<file path="src/rtl/microcode_sequencer_if.sv">
// Driver/ROM-facing bundle of the microcode sequencer:
// opcode and sequencing controls in, ROM address and decoded controls out.
interface microcode_sequencer_if #(
  parameter int OPCODE_WIDTH  = 4,
  parameter int STEP_WIDTH    = 3,
  parameter int CONTROL_WIDTH = 16
);
  logic [OPCODE_WIDTH-1:0]            opcode;
  logic                               microcode_sequencer_load_n;
  logic                               microcode_sequencer_enable;
  logic                               microcode_rom_read_enable;
  logic [OPCODE_WIDTH+STEP_WIDTH-1:0] rom_address;
  logic [CONTROL_WIDTH-1:0]           rom_data;
  logic [CONTROL_WIDTH-1:0]           control_word;
  logic                               instruction_finish_control_line;
  logic                               halt;
  logic                               jump_flag;
  logic                               microcode_overrun;
  logic [STEP_WIDTH-1:0]              step;

  modport master (
    output opcode,
    output microcode_sequencer_load_n,
    output microcode_sequencer_enable,
    output microcode_rom_read_enable,
    output rom_data,
    input  rom_address,
    input  control_word,
    input  instruction_finish_control_line,
    input  halt,
    input  jump_flag,
    input  microcode_overrun,
    input  step
  );

  modport slave (
    input  opcode,
    input  microcode_sequencer_load_n,
    input  microcode_sequencer_enable,
    input  microcode_rom_read_enable,
    input  rom_data,
    output rom_address,
    output control_word,
    output instruction_finish_control_line,
    output halt,
    output jump_flag,
    output microcode_overrun,
    output step
  );
endinterface

</file>
<file path="src/rtl/microcode_sequencer.sv">
// Microcode address sequencer: latches {opcode, step}, walks ROM words,
// and decodes finish / halt / jump control bits back to the driver.
module microcode_sequencer #(
  parameter int OPCODE_WIDTH  = 4,
  parameter int STEP_WIDTH    = 3,
  parameter int CONTROL_WIDTH = 16,
  parameter int FINISH_BIT    = 0,
  parameter int HALT_BIT      = 1,
  parameter int JUMP_BIT      = 2
) (
  input  logic                 clock,
  input  logic                 reset,
  microcode_sequencer_if.slave bus
);

  localparam logic [STEP_WIDTH-1:0] STEP_MAX = '1;

  logic [OPCODE_WIDTH-1:0]  opcode_q, opcode_d;
  logic [STEP_WIDTH-1:0]    step_q, step_d;
  logic                     halted_q, halted_d;
  logic                     jump_taken_q, jump_taken_d;
  logic                     jump_flag_q, jump_flag_d;
  logic                     overrun_q, overrun_d;
  logic [CONTROL_WIDTH-1:0] cw;
  logic                     finish;

  assign cw = (bus.microcode_rom_read_enable && !halted_q)
            ? bus.rom_data : '0;
  assign finish = cw[FINISH_BIT] | overrun_q;

  assign bus.rom_address                     = {opcode_q, step_q};
  assign bus.control_word                    = cw;
  assign bus.instruction_finish_control_line = finish;
  assign bus.halt                            = halted_q;
  assign bus.jump_flag                       = jump_flag_q;
  assign bus.microcode_overrun               = overrun_q;
  assign bus.step                            = step_q;

  always_comb begin
    opcode_d     = opcode_q;
    step_d       = step_q;
    jump_taken_d = jump_taken_q;
    overrun_d    = overrun_q;
    // cw is forced to zero while halted, so no new halt/jump can arise
    halted_d     = halted_q | cw[HALT_BIT];
    jump_flag_d  = cw[JUMP_BIT] & ~jump_taken_q;
    if (!halted_q) begin
      if (jump_flag_d)
        jump_taken_d = 1'b1;
      if (!bus.microcode_sequencer_load_n) begin
        opcode_d     = bus.opcode;
        step_d       = '0;
        jump_taken_d = 1'b0;
        overrun_d    = 1'b0;
      end else if (bus.microcode_sequencer_enable && !finish) begin
        if (step_q == STEP_MAX)
          overrun_d = 1'b1;
        else
          step_d = step_q + 1'b1;
      end
    end
  end

  always_ff @(posedge clock) begin
    if (reset) begin
      opcode_q     <= '0;
      step_q       <= '0;
      halted_q     <= 1'b0;
      jump_taken_q <= 1'b0;
      jump_flag_q  <= 1'b0;
      overrun_q    <= 1'b0;
    end else begin
      opcode_q     <= opcode_d;
      step_q       <= step_d;
      halted_q     <= halted_d;
      jump_taken_q <= jump_taken_d;
      jump_flag_q  <= jump_flag_d;
      overrun_q    <= overrun_d;
    end
  end

endmodule

</file>
<file path="src/flat_wrapper.sv">
// flat-port wrapper written by rule: the top's interface ports become plain ports
module microcode_sequencer_flat 
#(
  parameter int OPCODE_WIDTH  = 4,
  parameter int STEP_WIDTH    = 3,
  parameter int CONTROL_WIDTH = 16,
  parameter int FINISH_BIT    = 0,
  parameter int HALT_BIT      = 1,
  parameter int JUMP_BIT      = 2
)
  (clock, reset, bus_opcode, bus_microcode_sequencer_load_n, bus_microcode_sequencer_enable, bus_microcode_rom_read_enable, bus_rom_data, bus_rom_address, bus_control_word, bus_instruction_finish_control_line, bus_halt, bus_jump_flag, bus_microcode_overrun, bus_step);
  microcode_sequencer_if #(.OPCODE_WIDTH(OPCODE_WIDTH), .STEP_WIDTH(STEP_WIDTH), .CONTROL_WIDTH(CONTROL_WIDTH)) bus_i ();
  input  logic clock;
  input  logic reset;
  input wire logic [$bits(bus_i.opcode)-1:0] bus_opcode;
  input wire logic [$bits(bus_i.microcode_sequencer_load_n)-1:0] bus_microcode_sequencer_load_n;
  input wire logic [$bits(bus_i.microcode_sequencer_enable)-1:0] bus_microcode_sequencer_enable;
  input wire logic [$bits(bus_i.microcode_rom_read_enable)-1:0] bus_microcode_rom_read_enable;
  input wire logic [$bits(bus_i.rom_data)-1:0] bus_rom_data;
  output wire logic [$bits(bus_i.rom_address)-1:0] bus_rom_address;
  output wire logic [$bits(bus_i.control_word)-1:0] bus_control_word;
  output wire logic [$bits(bus_i.instruction_finish_control_line)-1:0] bus_instruction_finish_control_line;
  output wire logic [$bits(bus_i.halt)-1:0] bus_halt;
  output wire logic [$bits(bus_i.jump_flag)-1:0] bus_jump_flag;
  output wire logic [$bits(bus_i.microcode_overrun)-1:0] bus_microcode_overrun;
  output wire logic [$bits(bus_i.step)-1:0] bus_step;
  assign bus_i.opcode = bus_opcode;
  assign bus_i.microcode_sequencer_load_n = bus_microcode_sequencer_load_n;
  assign bus_i.microcode_sequencer_enable = bus_microcode_sequencer_enable;
  assign bus_i.microcode_rom_read_enable = bus_microcode_rom_read_enable;
  assign bus_i.rom_data = bus_rom_data;
  assign bus_rom_address = bus_i.rom_address;
  assign bus_control_word = bus_i.control_word;
  assign bus_instruction_finish_control_line = bus_i.instruction_finish_control_line;
  assign bus_halt = bus_i.halt;
  assign bus_jump_flag = bus_i.jump_flag;
  assign bus_microcode_overrun = bus_i.microcode_overrun;
  assign bus_step = bus_i.step;
  microcode_sequencer #(.OPCODE_WIDTH(OPCODE_WIDTH), .STEP_WIDTH(STEP_WIDTH), .CONTROL_WIDTH(CONTROL_WIDTH), .FINISH_BIT(FINISH_BIT), .HALT_BIT(HALT_BIT), .JUMP_BIT(JUMP_BIT)) u_core (.clock(clock), .reset(reset), .bus(bus_i));
endmodule
</file>
<file path="config.mk">
export PLATFORM = sky130hd
export DESIGN_NAME = microcode_sequencer_flat
export DESIGN_NICKNAME = d
export VERILOG_FILES = /design/src/rtl/microcode_sequencer_if.sv /design/src/rtl/microcode_sequencer.sv /design/src/flat_wrapper.sv
export SDC_FILE = /design/constraint.sdc
export NUM_CORES = 1
export LEC_CHECK = 0
export ABC_AREA = 1
export BUFFER_PORTS_ARGS = -buffer_cell sky130_fd_sc_hd__buf_2
export CAP_MARGIN = 40
export CELL_PAD_IN_SITES_DETAIL_PLACEMENT = 2
export CELL_PAD_IN_SITES_GLOBAL_PLACEMENT = 2
export CORE_UTILIZATION = 16
export DETAILED_ROUTE_END_ITERATION = 12
export GPL_ROUTABILITY_DRIVEN = 1
export GPL_TIMING_DRIVEN = 0
export PLACE_DENSITY = 0.87
export SETUP_SLACK_MARGIN = 0.05
export SYNTH_ARGS = -nofsm -noshare
export SYNTH_HDL_FRONTEND = slang
export SYNTH_SLANG_ARGS = --single-unit
</file>
<file path="constraint.sdc">
create_clock -name clock -period 1.4 [get_ports clock]
set_clock_uncertainty 0.05 [all_clocks]
set_input_delay 0 -clock clock [delete_from_list [all_inputs] [get_ports clock]]
set_output_delay 0 -clock clock [all_outputs]
set_load 0.02 [all_outputs]
</file>
==> summary.txt <==
GRT
  • Gr usage total: between 10 and 15%
  • Final global-route overflow total: 0
  • Initial antenna violation count: 0
  • Largest net degree at the start of global routing: 11
  • First-pass GRT wire length: 4126 um
  • Vias in the first global route: roughly 930

Power and ir drop
  • P_leak: ~0.7 nW
  • Power Density: about 940 nW/um2
  • VDD IR max: between 0.2 and 0.25 mV

Logic synthesis
  • Post-Syn Area: around 630 um2
  • Synth Warn #: 0
  • Synth Instances: roughly 100
  • Area leader, netlist: dfxtp_1
  • Yosys top cell area share: a little over a third
  • Main area contributors after synthesis: dfxtp_1 35%, nor2_1 18%, inv_1 14%, nand2_1 7.7%, ha_1 3.9%
  • Mean post-synth cell area: between 6 and 7 um2
  • #FFs+latches synth: 11
  • Netlist cell types: 16
  • Syn Nets: 130
  • Register area share after synthesis: 34.71%

Clocking
  • Root buffer cell: clkbuf_8
  • CTS sink cnt: 11
  • Clock-pin slew of the registers on the worst-case setup and hold paths: 0.05 ns
  • Postcts setup bufs: 0
  • CTS tree: done
  • CTS buffer count: 3
  • Clk_lat worst skew: about 0.24 ns
  • Clk buf depth: 2
  • CTS H-tree lvls: 1

Placed design
  • Number of port buffers: 54
  • GPL Wtd Cong: 0.6961
  • HPWL after DPL: 1997 um
  • Placed Cells: 205
  • Place WS: slightly below 0.07 ns
  • Post-DP Area: just under 1000 um2

Floorplan
  • Area of the core: roughly 3700 um2
  • Die H: between 60 and 70 um
  • Ports: 55
  • Initial Util: 16.95%
  • Die width: between 60 and 70 um
  • Num rows: 22
  • Die Area: around 4200 um2

Setup path
  • CP Class: reg2out
  • Arr. time, crit path: between 1 and 1.5 ns
  • CP peak stage delay: 0.34 ns
  • Reg-to-reg endpoint: u_core.bus.step[2]
  • CP top delay family: buffers and inverters
  • FF-to-FF path depth: 7
  • Crit Path Max Fanout: 10
  • Worst path bufs/invs: 3
  • Worst endpoint required time: about 1.4 ns
  • CP cell instances: inv_2 > nand2_2 > clkbuf_8 > nor2_1 > buf_2
  • Worst setup EP type: primary output
  • Crit path depth: 5
  • Worst path slowest cell: dfxtp_2
  • Worst setup path endpoint: bus_control_word[6]
  • CP Launch Point: u_core.bus.halt
  • Flop2flop setup slack: 0.18 ns
  • R2r startpoint: u_core.bus.step[0]
  • Critical Path Start Type: flip-flop

STA
  • Max-slew violation count: 0
  • Final setup margin: 0.1616 ns
  • Slew margin rel.: 83.74%
  • RSZ-0062 raised after global routing: no
  • Least-Margin Pin Slew: 0.2424 ns
  • Peak Freq: a little over 800 MHz
  • Setup tns final: 0 ns
  • Final Cycle Share: 88.45%
  • Final Critical Period: around 1.2 ns
  • Final hold violations: 0
  • Final number of setup-violating endpoints: 0

Route
  • DR iter-0 viols: 16
  • Mean number of vias per cell: 3.883
  • Drt drc: 0
  • Drt pass-1 iters: 2
  • Vias post-DR: between 800 and 900
  • Routed wire per std cell: ~12 um
  • DRT Wirelength: ~2500 um
  • Post-route ant nets: 0

Cells and area
  • Final nets: around 190
  • Layout Cells excl Fill: between 200 and 250
  • Ant diodes: 0
  • Most common cell after layout, fill and taps aside: buf_2
  • Syn-to-layout area delta: 69.82%
  • Final instance area: roughly 1100 um2
  • Share of cells above drive strength 1: between 40 and 50%
  • Most frequent cells in the layout: 54 x buf_2, 30 x nor2_1, 23 x inv_1, 11 x nand2_1, 9 x dfxtp_1
  • Final Core Density: between 20% and 30%

Worst hold path
  • Hold Path Class: in2reg

Run status
  • Outcome: complete, no violations

Run
  • Total of max-cap violations: 0
[metrics by stage]
stage / total power [mW] / hold slack [ns]
floorplan: 0.5539 / 0.02238
detailed placement: 0.6817 / 0.1572
global route: 1.081 / 0.04448
global placement: 0.6632 / 0.1577
finish: 1.017 / 0.02870
CTS: 1.035 / 0.02765
[registers in the layout (all words and copies together), names as in the netlist]
| register | flops |
|---|---|
| u_core.bus.halt | 1 |
| u_core.bus.jump_flag | 1 |
| u_core.bus.microcode_overrun | 1 |
| u_core.bus.step | 3 |
| u_core.jump_taken_q | 1 |
| u_core.opcode_q | 4 |
[cells in the mapped netlist (all sizes together)]
cell type   n
nor2       30
inv        26
nand2      15
dfxtp      11
buf         4
nand3       4
o21ai       4
a21oi       3
ha          2
clkbuf      1
clkinv      1
nor3        1
or2         1
[logic make-up (layout without fill, tap and decap cells)]
family                   count (synthesis)  in the layout  share of synthesized area [%]
buffers and inverters                   32             95                          21.89
AO/OA/AOI/OAI                            7              7                          5.522
flip-flops                              11             11                          34.71
adder cells (fa/ha/maj)                  2              2                          3.944
AND/OR/NAND/NOR                         51             51                          33.93
[timing repair]
item | in CTS | in global routing
endpoints found under the setup margin | 10 | 4
resized for setup | 4 | 3
hold buffers | 5 | 0
endpoints found under the hold margin | 6 | 0
pin swaps | 0 | 1
[where the power goes]
group	internal, mW	leakage, nW	switching [mW]	total (mW)
sequential	0.338	0.0913	0.0201	0.358
combinational	0.134	0.571	0.198	0.332
clock	0.201	0.0228	0.127	0.327
total	0.672	0.685	0.345	1.02
[tightest hold or removal path: stages]
cell,delay [ns]
buf_2,0.10
nand3_1,0.12
nor3_1,0.05
[layer usage]
metal | vias to the layer above | global-route usage, % | part of all wire, %
li1 | 420 | - | -
met1 | 380 | 12.08 | 36
met2 | 25 | 26.04 | 58
met3 | 6 | 2.289 | 3.9
met4 | 0 | 6.667 | 2.3
met5 | - | 0 | 0
[final cells by class]
type | count | area [um2]
fill | 474 | 2666
timing repair buffer | 59 | 320.3
multi-input combinational | 60 | 280.3
sequential | 11 | 222.7
inverter | 27 | 101.3
tap | 48 | 60.06
buffer | 5 | 47.55
clock buffer | 4 | 45.04
[how the worst min path moves through the flow]
stage,slack [ns],start,endpoint,depth (start not counted)
floorplan,0.02,reset,u_core.bus.halt,1
global placement,0.16,reset,u_core.bus.halt,2
detailed placement,0.16,reset,u_core.bus.halt,2
CTS,0.03,bus_rom_data[2],u_core.bus.jump_flag,3
global route,0.04,bus_rom_data[2],u_core.bus.jump_flag,3
finish,0.03,bus_rom_data[2],u_core.bus.jump_flag,3
Power figures use the tool's default switching activity.
